`config.mk`:
```
export PLATFORM = sky130hd
export DESIGN_NAME = seq_divider
export DESIGN_NICKNAME = d
export VERILOG_FILES = /design/src/rtl/alu_pkg.sv /design/src/rtl/seq_divider_div_step.sv /design/src/rtl/seq_divider.sv
export SDC_FILE = /design/constraint.sdc
export NUM_CORES = 1
export LEC_CHECK = 0
export CORE_MARGIN = 2
export CORE_UTILIZATION = 40
export DETAILED_ROUTE_END_ITERATION = 10
export GPL_ROUTABILITY_DRIVEN = 0
export GPL_TIMING_DRIVEN = 0
export PLACE_DENSITY = 0.59
export SETUP_SLACK_MARGIN = 0.15
export SLEW_MARGIN = 20
export SYNTH_ARGS = -nofsm -noshare
export SYNTH_HDL_FRONTEND = slang
export SYNTH_HIERARCHICAL = 1
export SYNTH_SLANG_ARGS = --single-unit
export TNS_END_PERCENT = 100
```
`constraint.sdc`:
```
create_clock -name clk -period 2.4 [get_ports clk]
set_input_delay 0.24 -clock clk [delete_from_list [all_inputs] [get_ports clk]]
set_output_delay 0.24 -clock clk [all_outputs]
set_load 0.03 [all_outputs]
```
`src/rtl/alu_pkg.sv`:
```
// Shared types and sizing helpers for the ALU-side sequential divider.
package alu_pkg;

  typedef enum logic [1:0] {
    IDLE,
    RUN,
    DONE
  } div_state_t;

  function automatic int unsigned cnt_width(input int unsigned n);
    return $clog2(n + 1);
  endfunction

  localparam int unsigned DIV_CNT_W = cnt_width(4);

endpackage

```
`src/rtl/seq_divider_div_step.sv`:
```
// One restoring-division step: shift the next dividend bit into the partial
// remainder, then subtract the divisor if it fits.
module div_step #(
  parameter int unsigned N = 4
) (
  input  logic [N:0]   pr,
  input  logic [N-1:0] dq,
  input  logic [N-1:0] b,
  output logic [N:0]   pr_next,
  output logic [N-1:0] dq_next
);

  logic [N+1:0] pr_sh;
  logic [N+1:0] diff;

  // The borrow out of the widened subtract doubles as the pr >= b compare.
  always_comb begin
    pr_sh = {pr, dq[N-1]};
    diff  = pr_sh - {2'b00, b};
    if (!diff[N+1]) begin
      pr_next = diff[N:0];
      dq_next = {dq[N-2:0], 1'b1};
    end else begin
      pr_next = pr_sh[N:0];
      dq_next = {dq[N-2:0], 1'b0};
    end
  end

endmodule

```
`src/rtl/seq_divider.sv`:
```
// Multi-cycle unsigned restoring divider producing one quotient bit per clock,
// with a one-cycle done pulse and a divide-by-zero flag.
module seq_divider
  import alu_pkg::*;
#(
  parameter int unsigned N = 4
) (
  input  logic         clk,
  input  logic         rst_n,
  input  logic         start,
  input  logic [N-1:0] a,
  input  logic [N-1:0] b,
  output logic         busy,
  output logic         done,
  output logic [N-1:0] quotient,
  output logic [N-1:0] remainder,
  output logic         div_by_zero
);

  localparam int unsigned CW = cnt_width(N);

  div_state_t    state, state_nxt;
  logic [CW-1:0] cnt;
  logic [N:0]    pr, pr_nxt;
  logic [N-1:0]  dq, dq_nxt;
  logic [N-1:0]  b_r;
  logic          accept;
  logic          last_step;

  div_step #(.N(N)) u_step (
    .pr      (pr),
    .dq      (dq),
    .b       (b_r),
    .pr_next (pr_nxt),
    .dq_next (dq_nxt)
  );

  always_comb begin
    accept    = start && (state != RUN);
    last_step = (state == RUN) && (cnt == CW'(1));
  end

  always_ff @(posedge clk) begin
    if (!rst_n) state <= IDLE;
    else        state <= state_nxt;
  end

  always_comb begin
    state_nxt = state;
    unique case (state)
      IDLE, DONE: begin
        if (start) state_nxt = (b != '0) ? RUN : DONE;
        else       state_nxt = IDLE;
      end
      RUN:     state_nxt = (cnt == CW'(1)) ? DONE : RUN;
      default: state_nxt = IDLE;
    endcase
  end

  always_comb begin
    busy = (state == RUN);
    done = (state == DONE);
  end

  always_ff @(posedge clk) begin
    if (!rst_n) begin
      cnt         <= '0;
      pr          <= '0;
      dq          <= '0;
      b_r         <= '0;
      quotient    <= '0;
      remainder   <= '0;
      div_by_zero <= 1'b0;
    end else if (accept) begin
      if (b != '0) begin
        dq  <= a;
        b_r <= b;
        pr  <= '0;
        cnt <= CW'(N);
      end else begin
        quotient    <= '1;
        remainder   <= a;
        div_by_zero <= 1'b1;
      end
    end else if (state == RUN) begin
      pr  <= pr_nxt;
      dq  <= dq_nxt;
      cnt <= cnt - CW'(1);
      // Result registers take the step outputs directly so done lines up with valid data.
      if (last_step) begin
        quotient    <= dq_nxt;
        remainder   <= pr_nxt[N-1:0];
        div_by_zero <= 1'b0;
      end
    end
  end

endmodule

```
==> results of run 1 <==
==> final cells by class <==
type,instances,area [um2],area share
buffer,17,100.1,0.04926
clock buffer,4,45.04,0.02217
inverter,11,41.29,0.02032
multi-input combinational,126,1012,0.4982
sequential,27,541.8,0.2666
tap,50,62.56,0.03079
timing repair buffer,24,229.0,0.1127
==> power by group through the flow <==
stage	clock network [mW]	registers, mW	logic [mW]
after floorplan	0	0.517	0.259
after CTS	0.279	0.500	0.385
final	0.264	0.501	0.405
after detailed placement	0	0.510	0.359
after global routing	0.286	0.505	0.440
after global placement	0	0.508	0.353
==> path summary, 6_finish.rpt <==
| kind | cells after the start | from | slack, ps | end |
|---|---|---|---|---|
| setup reg to reg | 9 | b_r[1] | 210 | remainder[1] |
| hold reg to reg | 2 | div_by_zero | 450 | div_by_zero |
| setup / recovery | 9 | b_r[1] | 210 | remainder[1] |
| hold / removal | 2 | rst_n | 330 | pr[0] |
==> cells in the mapped netlist, drive strengths merged, types with 2 or more instances <==
cell    number  area (um2)
nor2        12       66.31
a31oi        2       18.77
nand2b       4       27.53
o22ai        2       12.51
buf         12       81.32
inv         11       41.29
mux2i        5       50.05
mux2         2       30.03
and3         6       40.03
a21oi       12       71.32
a211oi       2       15.01
o311a        5       50.05
and2         2       12.51
dfxtp       27       540.5
a21boi      14       116.4
o21ai       10       50.05
ha           6       75.07
o31ai        4       30.03
o21a         2       15.01
nor2b        3       18.77
a311o        4       40.04
nand3       10       55.05
nand2        7       26.28
clkbuf       5       18.77
==> through the flow <==
step	hold WS [ps]	area, um2	total power, mW	setup WS (ps)
floorplan	396.1	1659	0.7759	240.0
CTS	335.7	1994	1.164	148.3
detailed placement	440.1	1922	0.8687	51.58
global placement	434.1	1922	0.8613	93.24
global route	361.2	2032	1.232	139.6
finish	327.5	2032	1.170	207.0
==> worst max-delay path, delay by kind of cell (launching register included) <==
| family | cells | cell delay (ps) |
|---|---|---|
| AOI/OAI and AO/OA | 4 | 740 |
| xor gates and xnor gates | 1 | 220 |
| adders and majority gates | 1 | 290 |
| buffers and inverters | 1 | 100 |
| DFF | 1 | 340 |
| muxes | 1 | 340 |
| and+or+nand+nor | 1 | 60 |
==> logic make-up after synthesis <==
kind of cell | share of synthesized area
xor+xnor | 0.02187
simple gates | 0.1885
fa+ha+maj | 0.05731
flops | 0.3258
buf+inv | 0.08522
compound gates | 0.2730
mux | 0.04827
==> state kept, by name, summed over array words and instances (netlist names) <==
register / cells
b_r: 4
remainder: 4
pr: 5
cnt: 3
div_by_zero: 1
quotient: 4
state: 2
dq: 4
==> metal layers <==
layer,vias up,part of all wire
li1,709,-
met1,673,0.44
met2,27,0.50
met3,7,0.044
met4,0,0.019
met5,-,0
==> what timing repair did <==
item / in CTS / in global routing
cloned: 0 / 0
endpoints found under the setup margin: 3 / 2
gates resized for setup: 3 / 3
buffers inserted: 3 / 1
pin swaps: 3 / 3
==> results.json, run 1 <==
{
  "clock_skew_ps": 3.457,
  "hold_viol_final": 0,
  "final_common_cell": "dfxtp_1",
  "drcViolationCount": 0,
  "routed_wl_um": 3935,
  "met2_usage": 0.3293,
  "cts_buffer_depth": 2,
  "vias": 1416,
  "rsz0062_at_grt": "no",
  "grt_max_degree": 15,
  "antenna_cells": 0,
  "synthArstFlopShare": 0,
  "cts_sinks": 27,
  "yosysSeqAreaShare": 0.3258,
  "top_usage_layer": "met2",
  "slowest_delay_ps": 340,
  "worstSetupEndpointType": "register",
  "yosys.cell_types.count": 46,
  "fin_util": 0.5080,
  "final-max-slew-violation-count": 0,
  "first_pass_iters": 4,
  "finalCritPeriodShare": 0.9137,
  "via_per_inst": 5.467,
  "grt_util_met1": 0.2166,
  "final_cell_mix": "dfxtp_1, clkdlybuf4s50_1, a21boi_0, inv_1, a21oi_1",
  "cts_tree": "built",
  "ys_ff_latch": 27,
  "fin_tns_setup_ps": 0,
  "die_area_um2": 4679,
  "place_hpwl_um": 2883,
  "numCtsBuffers": 3,
  "insertion_delay_ps": 280,
  "fp-row-count": 23,
  "finalSetupViolations": 0,
  "tightestPinTransition_ps": 485.3,
  "final_cells": 259,
  "area_delta_synth_final_pct": 22.47,
  "min_path_type": "input port to register",
  "power_frac_seq": 0.428,
  "crit_type": "register to register",
  "required_ps": 2580,
  "die_w_um": 68.40,
  "max-slew-margin-rel": 0.6765,
  "post-route-min-period_ps": 2193,
  "antenna_left": 0,
  "fmax_mhz": 456.0,
  "synth_area_um2": 1659,
  "start_util": 0.4148,
  "p_sw_mw": 0.3682,
  "status": "complete, no violations",
  "synthCells": 181,
  "crit_chain": "inv_1 -> ha_4 -> nand2b_4 -> a21oi_4 -> a21boi_4 -> xnor2_4 -> mux2_4 -> a21boi_0 -> o311a_1",
  "first_iter_violations": 37,
  "drv_cap": 0,
  "grt.overflow.total": 0,
  "synth_nets": 199,
  "arrival_ps": 2370,
  "power_frac_comb": 0.346,
  "fillers": 402,
  "die_y_um": 68.40,
  "post_drt_wl_per_cell_um": 15.19,
  "grt_usage": 0.1848,
  "power-per-cell-area_nw_per_um2": 575.9,
  "grt_pass1_wl_um": 6348,
  "core_area_um2": 4000,
  "path_clk_slew_ps": 90,
  "worstSetupStartpointType": "register",
  "swShare": 0.3147,
  "p_leak_nw": 0.7887,
  "synth_edf_count": 0,
  "ios": 22,
  "root_buffer": "clkbuf_8",
  "crit_path_top_delay_cell": "dfxtp_1",
  "htree_levels": 1,
  "power_frac_clock": 0.226,
  "drive_above_1_share": 0.1818,
  "ctsHoldBuffers": 0,
  "ys.flop_type": "dfxtp_1",
  "numPortBuffers": 20,
  "p_int_mw": 0.8019,
  "fin_nets": 228,
  "irDropWorstVdd_v": 0.0002984,
  "antenna_found_initial": 0,
  "place_inst": 251,
  "syn_area_per_cell_um2": 9.166,
  "use_met3": 0.03289,
  "critPathMaxFanout": 4,
  "yosys_warnings": 6,
  "grt_pass1_vias": 1371
}
(Power assumes the default switching activity.)
==> inputs of run 2 (changes only) <==
--- a/config.mk
+++ b/config.mk
@@ -9,7 +9,7 @@
 export CORE_UTILIZATION = 40
 export DETAILED_ROUTE_END_ITERATION = 10
 export GPL_ROUTABILITY_DRIVEN = 0
-export GPL_TIMING_DRIVEN = 0
+export GPL_TIMING_DRIVEN = 1
 export PLACE_DENSITY = 0.59
 export SETUP_SLACK_MARGIN = 0.15
 export SLEW_MARGIN = 20
==> results.json, run 2 (synthesized netlist as in run 1, its figures left out) <==
{
  "status": "complete, no violations",
  "first_pass_iters": 4,
  "reg2reg_depth": 9,
  "routed_wl_um": 3801,
  "antenna_found_initial": 0,
  "htree_levels": 1,
  "irDropWorstVdd_v": 0.0003681,
  "grt_util_met1": 0.2266,
  "cts_sinks": 27,
  "insertion_delay_ps": 280,
  "antenna_cells": 0,
  "first_iter_violations": 52,
  "critPathMaxFanout": 3,
  "max-slew-margin-rel": 0.6925,
  "vias": 1379,
  "fin_nets": 216,
  "numPortBuffers": 21,
  "grt_max_degree": 37,
  "use_met3": 0.02961,
  "final_cell_mix": "dfxtp_1, clkdlybuf4s50_1, a21boi_0, inv_1, a21oi_1",
  "placed_area_um2": 1869,
  "finalSetupViolations": 0,
  "die_area_um2": 4679,
  "worstSetupEndpointType": "register",
  "grt.overflow.total": 0,
  "clock_skew_ps": 4.514,
  "via_per_inst": 5.583,
  "start_util": 0.4148,
  "place_ws_ps": 94.85,
  "fp-row-count": 23,
  "hold_path_depth": 2,
  "fin_util": 0.4895,
  "path_clk_slew_ps": 90,
  "min_path_type": "register to register",
  "die_w_um": 68.40,
  "worstSetupStartpointType": "register",
  "hold_viol_final": 0,
  "grt_pass1_vias": 1354,
  "place_hpwl_um": 2757,
  "numCtsBuffers": 3,
  "rsz0062_at_grt": "no",
  "fmax_mhz": 467.2,
  "core_area_um2": 4000,
  "drive_above_1_share": 0.1574,
  "fin_tns_setup_ps": 0,
  "grt_usage": 0.1854,
  "met2_usage": 0.3209,
  "drcViolationCount": 0,
  "post_drt_wl_per_cell_um": 15.39,
  "top_usage_layer": "met2",
  "finalCritPeriodShare": 0.8919,
  "arrival_ps": 2310,
  "root_buffer": "clkbuf_8",
  "tightestPinTransition_ps": 459.8,
  "cts_tree": "built",
  "worst_slack_ps": 259.5,
  "grt_pass1_wl_um": 6361,
  "ios": 22,
  "largest_register": "pr",
  "final_common_cell": "dfxtp_1",
  "area_delta_synth_final_pct": 18.02,
  "largest_reg_flops": 5,
  "required_ps": 2570,
  "die_y_um": 68.40,
  "cts_buffer_depth": 2,
  "post-route-min-period_ps": 2141,
  "drv_cap": 0,
  "crit_type": "register to register",
  "fin_area_um2": 1958,
  "p_leak_nw": 0.7462,
  "antenna_left": 0,
  "fillers": 385,
  "final-max-slew-violation-count": 0,
  "power-per-cell-area_nw_per_um2": 578.6,
  "ctsHoldBuffers": 0
}
-- run 2: changes by cell type in the layout (fill, tap and decap cells not counted), sizes merged --
cell and change:
dlygate4sd2 -1, clkbuf -5, clkdlybuf4s50 +2, buf -8
-- run 2: final cells by class --
cell class / instances / area [um2] / area share
Timing Repair Buffer: 29 / 270.3 / 0.1380
Sequential cell: 27 / 544.3 / 0.2780
Multi-Input combinational cell: 126 / 994.7 / 0.5080
Tap cell: 50 / 62.56 / 0.03195
Clock buffer: 4 / 45.04 / 0.02300
Inverter: 11 / 41.29 / 0.02109
-- run 2: what timing repair did --
item | 4_1_cts | 5_1_grt
setup endpoints to repair | 2 | 3
gates resized for setup | 1 | 4
cloned | 0 | 0
pin swaps | 3 | 5
buffers inserted | 2 | 1
-- run 2: stage by stage --
stage	hold slack (ps)	instances	total power, mW
2_1_floorplan	396.1	181	0.7759
3_3_place_gp	437.2	240	0.8429
3_5_place_dp	441.4	240	0.8528
4_1_cts	455.0	246	1.129
5_1_grt	479.6	247	1.198
6_report	450.6	247	1.133
-- run 2: worst max-delay path, cell delays in order (launching register included) --
cell	delay, ps
dfxtp_2	330
inv_1	70
ha_1	310
nand2b_2	110
a21oi_4	70
a21boi_4	220
xnor2_4	160
mux2_4	320
a21boi_0	130
o311a_1	300
-- run 2: routing by layer --
metal	wire length, um	up-vias
li1	-	679
met1	1692	669
met2	1908	26
met3	141	5
met4	59	0
met5	0	-
-- run 2: worst paths after layout --
kind                             startpoint           end  slack, ps
worst max-delay path                 b_r[1]  remainder[1]        260
worst min-delay path            div_by_zero   div_by_zero        450
worst min register to register  div_by_zero   div_by_zero        450
worst max register to register       b_r[1]  remainder[1]        260
-- run 2: power breakdown --
| part | internal (mW) | leakage (nW) | switching (mW) |
|---|---|---|---|
| registers | 0.479 | 0.222 | 0.0270 |
| clock network | 0.119 | 0.0228 | 0.140 |
| logic | 0.183 | 0.502 | 0.184 |
| total | 0.781 | 0.746 | 0.352 |
==> inputs of run 3 (changes only) <==
--- a/config.mk
+++ b/config.mk
@@ -7,11 +7,14 @@
 export LEC_CHECK = 0
 export CORE_MARGIN = 2
 export CORE_UTILIZATION = 40
+export CTS_CLUSTER_DIAMETER = 120
 export DETAILED_ROUTE_END_ITERATION = 10
 export GPL_ROUTABILITY_DRIVEN = 0
 export GPL_TIMING_DRIVEN = 1
 export PLACE_DENSITY = 0.59
+export REMOVE_ABC_BUFFERS = 1
 export SETUP_SLACK_MARGIN = 0.15
+export SKIP_LAST_GASP = 1
 export SLEW_MARGIN = 20
 export SYNTH_ARGS = -nofsm -noshare
 export SYNTH_HDL_FRONTEND = slang
==> results.json, run 3 (synthesized netlist as in run 1, its figures left out) <==
{
  "status": "complete, no violations",
  "cts_tree": "built",
  "grt_pass1_vias": 1227,
  "fmax_mhz": 456.0,
  "power_frac_comb": 0.327,
  "worstSetupStartpointType": "register",
  "rsz0062_at_grt": "no",
  "drcViolationCount": 0,
  "start_util": 0.4148,
  "cp_top_family": "compound AO/OA/AOI/OAI gates",
  "p_sw_mw": 0.3543,
  "power-per-cell-area_nw_per_um2": 576.3,
  "die_w_um": 68.40,
  "ff_latch_area_um2": 543.0,
  "first_iter_violations": 62,
  "grt_max_degree": 37,
  "path_clk_slew_ps": 90,
  "slowest_delay_ps": 380,
  "reg2reg_depth": 8,
  "final_cell_mix": "dfxtp_1, clkdlybuf4s50_1, a21boi_0, a21oi_1",
  "crit_chain": "ha_4 -> nand2b_4 -> a21oi_4 -> a21boi_4 -> xnor2_4 -> mux2_4 -> a21boi_0 -> o311a_1",
  "final_cells": 247,
  "p_leak_nw": 0.7475,
  "fin_tns_setup_ps": 0,
  "irDropWorstVdd_v": 0.0004257,
  "whs_ps": 447.6,
  "root_buffer": "clkbuf_8",
  "htree_levels": 1,
  "numPortBuffers": 21,
  "ios": 22,
  "r2r_slack_ps": 210,
  "power_frac_seq": 0.444,
  "r2r-end": "remainder[1]",
  "grt_usage": 0.1638,
  "via_per_inst": 5.466,
  "grt.overflow.total": 0,
  "power_mw": 1.138,
  "fin_nets": 216,
  "largest_register": "pr",
  "insertion_delay_ps": 270,
  "hold_path_startpoint": "div_by_zero",
  "die_y_um": 68.40,
  "area_delta_synth_final_pct": 19.00,
  "drive_above_1_share": 0.1624,
  "grt_pass1_wl_um": 5761,
  "final-max-slew-violation-count": 0,
  "power_frac_clock": 0.229,
  "cts_buffer_depth": 2,
  "first_pass_iters": 4,
  "ctsHoldBuffers": 0,
  "finalCritPeriodShare": 0.9136,
  "required_ps": 2570,
  "min_to": "div_by_zero",
  "antenna_found_initial": 0,
  "antenna_cells": 0,
  "fillers": 382,
  "numCtsBuffers": 3,
  "final_common_cell": "dfxtp_1",
  "fp-row-count": 23,
  "largest_reg_flops": 5,
  "reg2reg_from": "pr[0]",
  "vias": 1350,
  "die_area_um2": 4679,
  "post_drt_wl_per_cell_um": 14.88,
  "clock_skew_ps": 5.576,
  "worstSetupEndpointType": "register",
  "crit_type": "register to register",
  "swShare": 0.3114,
  "p_int_mw": 0.7835,
  "placed_area_um2": 1869,
  "min_path_type": "register to register",
  "hold_path_depth": 2,
  "tightestPinTransition_ps": 713.6,
  "max-slew-margin-rel": 0.5228,
  "core_area_um2": 4000,
  "antenna_left": 0,
  "place_inst": 240,
  "fin_area_um2": 1974,
  "hold_viol_final": 0,
  "place_hpwl_um": 2585,
  "drv_cap": 0,
  "multi_input_area_um2": 1012,
  "cts_sinks": 27,
  "critPathMaxFanout": 4,
  "arrival_ps": 2360,
  "crit_path_top_delay_cell": "dfxtp_1",
  "path_buf_inv": 0,
  "routed_wl_um": 3676,
  "finalSetupViolations": 0,
  "post-route-min-period_ps": 2193
}
[run 3: tightest hold or removal path, cell delays in order (launching register included)]
cell	delay (ps)
dfxtp_1	320
inv_1	40
a21oi_1	50
[run 3: per-layer routing]
layer / global-route usage / part of all wire
met4: 0.03000 / 0.0049
met1: 0.2252 / 0.48
met2: 0.2644 / 0.47
met5: 0 / 0
met3: 0.03454 / 0.039
[run 3: power by group through the flow]
stage | Clock, mW | Combinational (mW) | Sequential [mW]
2_1_floorplan | 0 | 0.229 | 0.520
3_3_place_gp | 0 | 0.329 | 0.513
3_5_place_dp | 0 | 0.335 | 0.514
4_1_cts | 0.273 | 0.337 | 0.504
5_1_grt | 0.292 | 0.405 | 0.509
6_report | 0.261 | 0.372 | 0.505
[run 3: layout make-up]
class                   count  share of cell area
multi-input cells         126              0.5127
inverters                  11             0.02091
repair buffers             29              0.1369
flip-flops and latches     27              0.2750
clock buffers               4             0.02281
well taps                  50             0.03169
[run 3: through the flow]
stage               worst slack [ps]  utilization
floorplan                      218.0            -
CTS                            150.3       0.4798
global placement               188.4       0.4673
finish                         207.2       0.4936
global route                   129.0       0.4936
detailed placement             126.9       0.4673
[run 3: worst max-delay path by stage]
stage	startpoint	to	slack (ps)	depth (start not counted)
after floorplan	b_r[2]	remainder[1]	220	9
after CTS	b_r[2]	remainder[1]	150	9
final	pr[0]	remainder[1]	210	8
after detailed placement	b_r[2]	remainder[1]	130	9
after global routing	dq[3]	remainder[1]	130	9
after global placement	b_r[2]	remainder[1]	190	9
[run 3: what timing repair did]
item,4_1_cts,5_1_grt
endpoints found under the setup margin,2,2
setup buffers,0,3
pin swaps,1,3
resized for setup,1,6
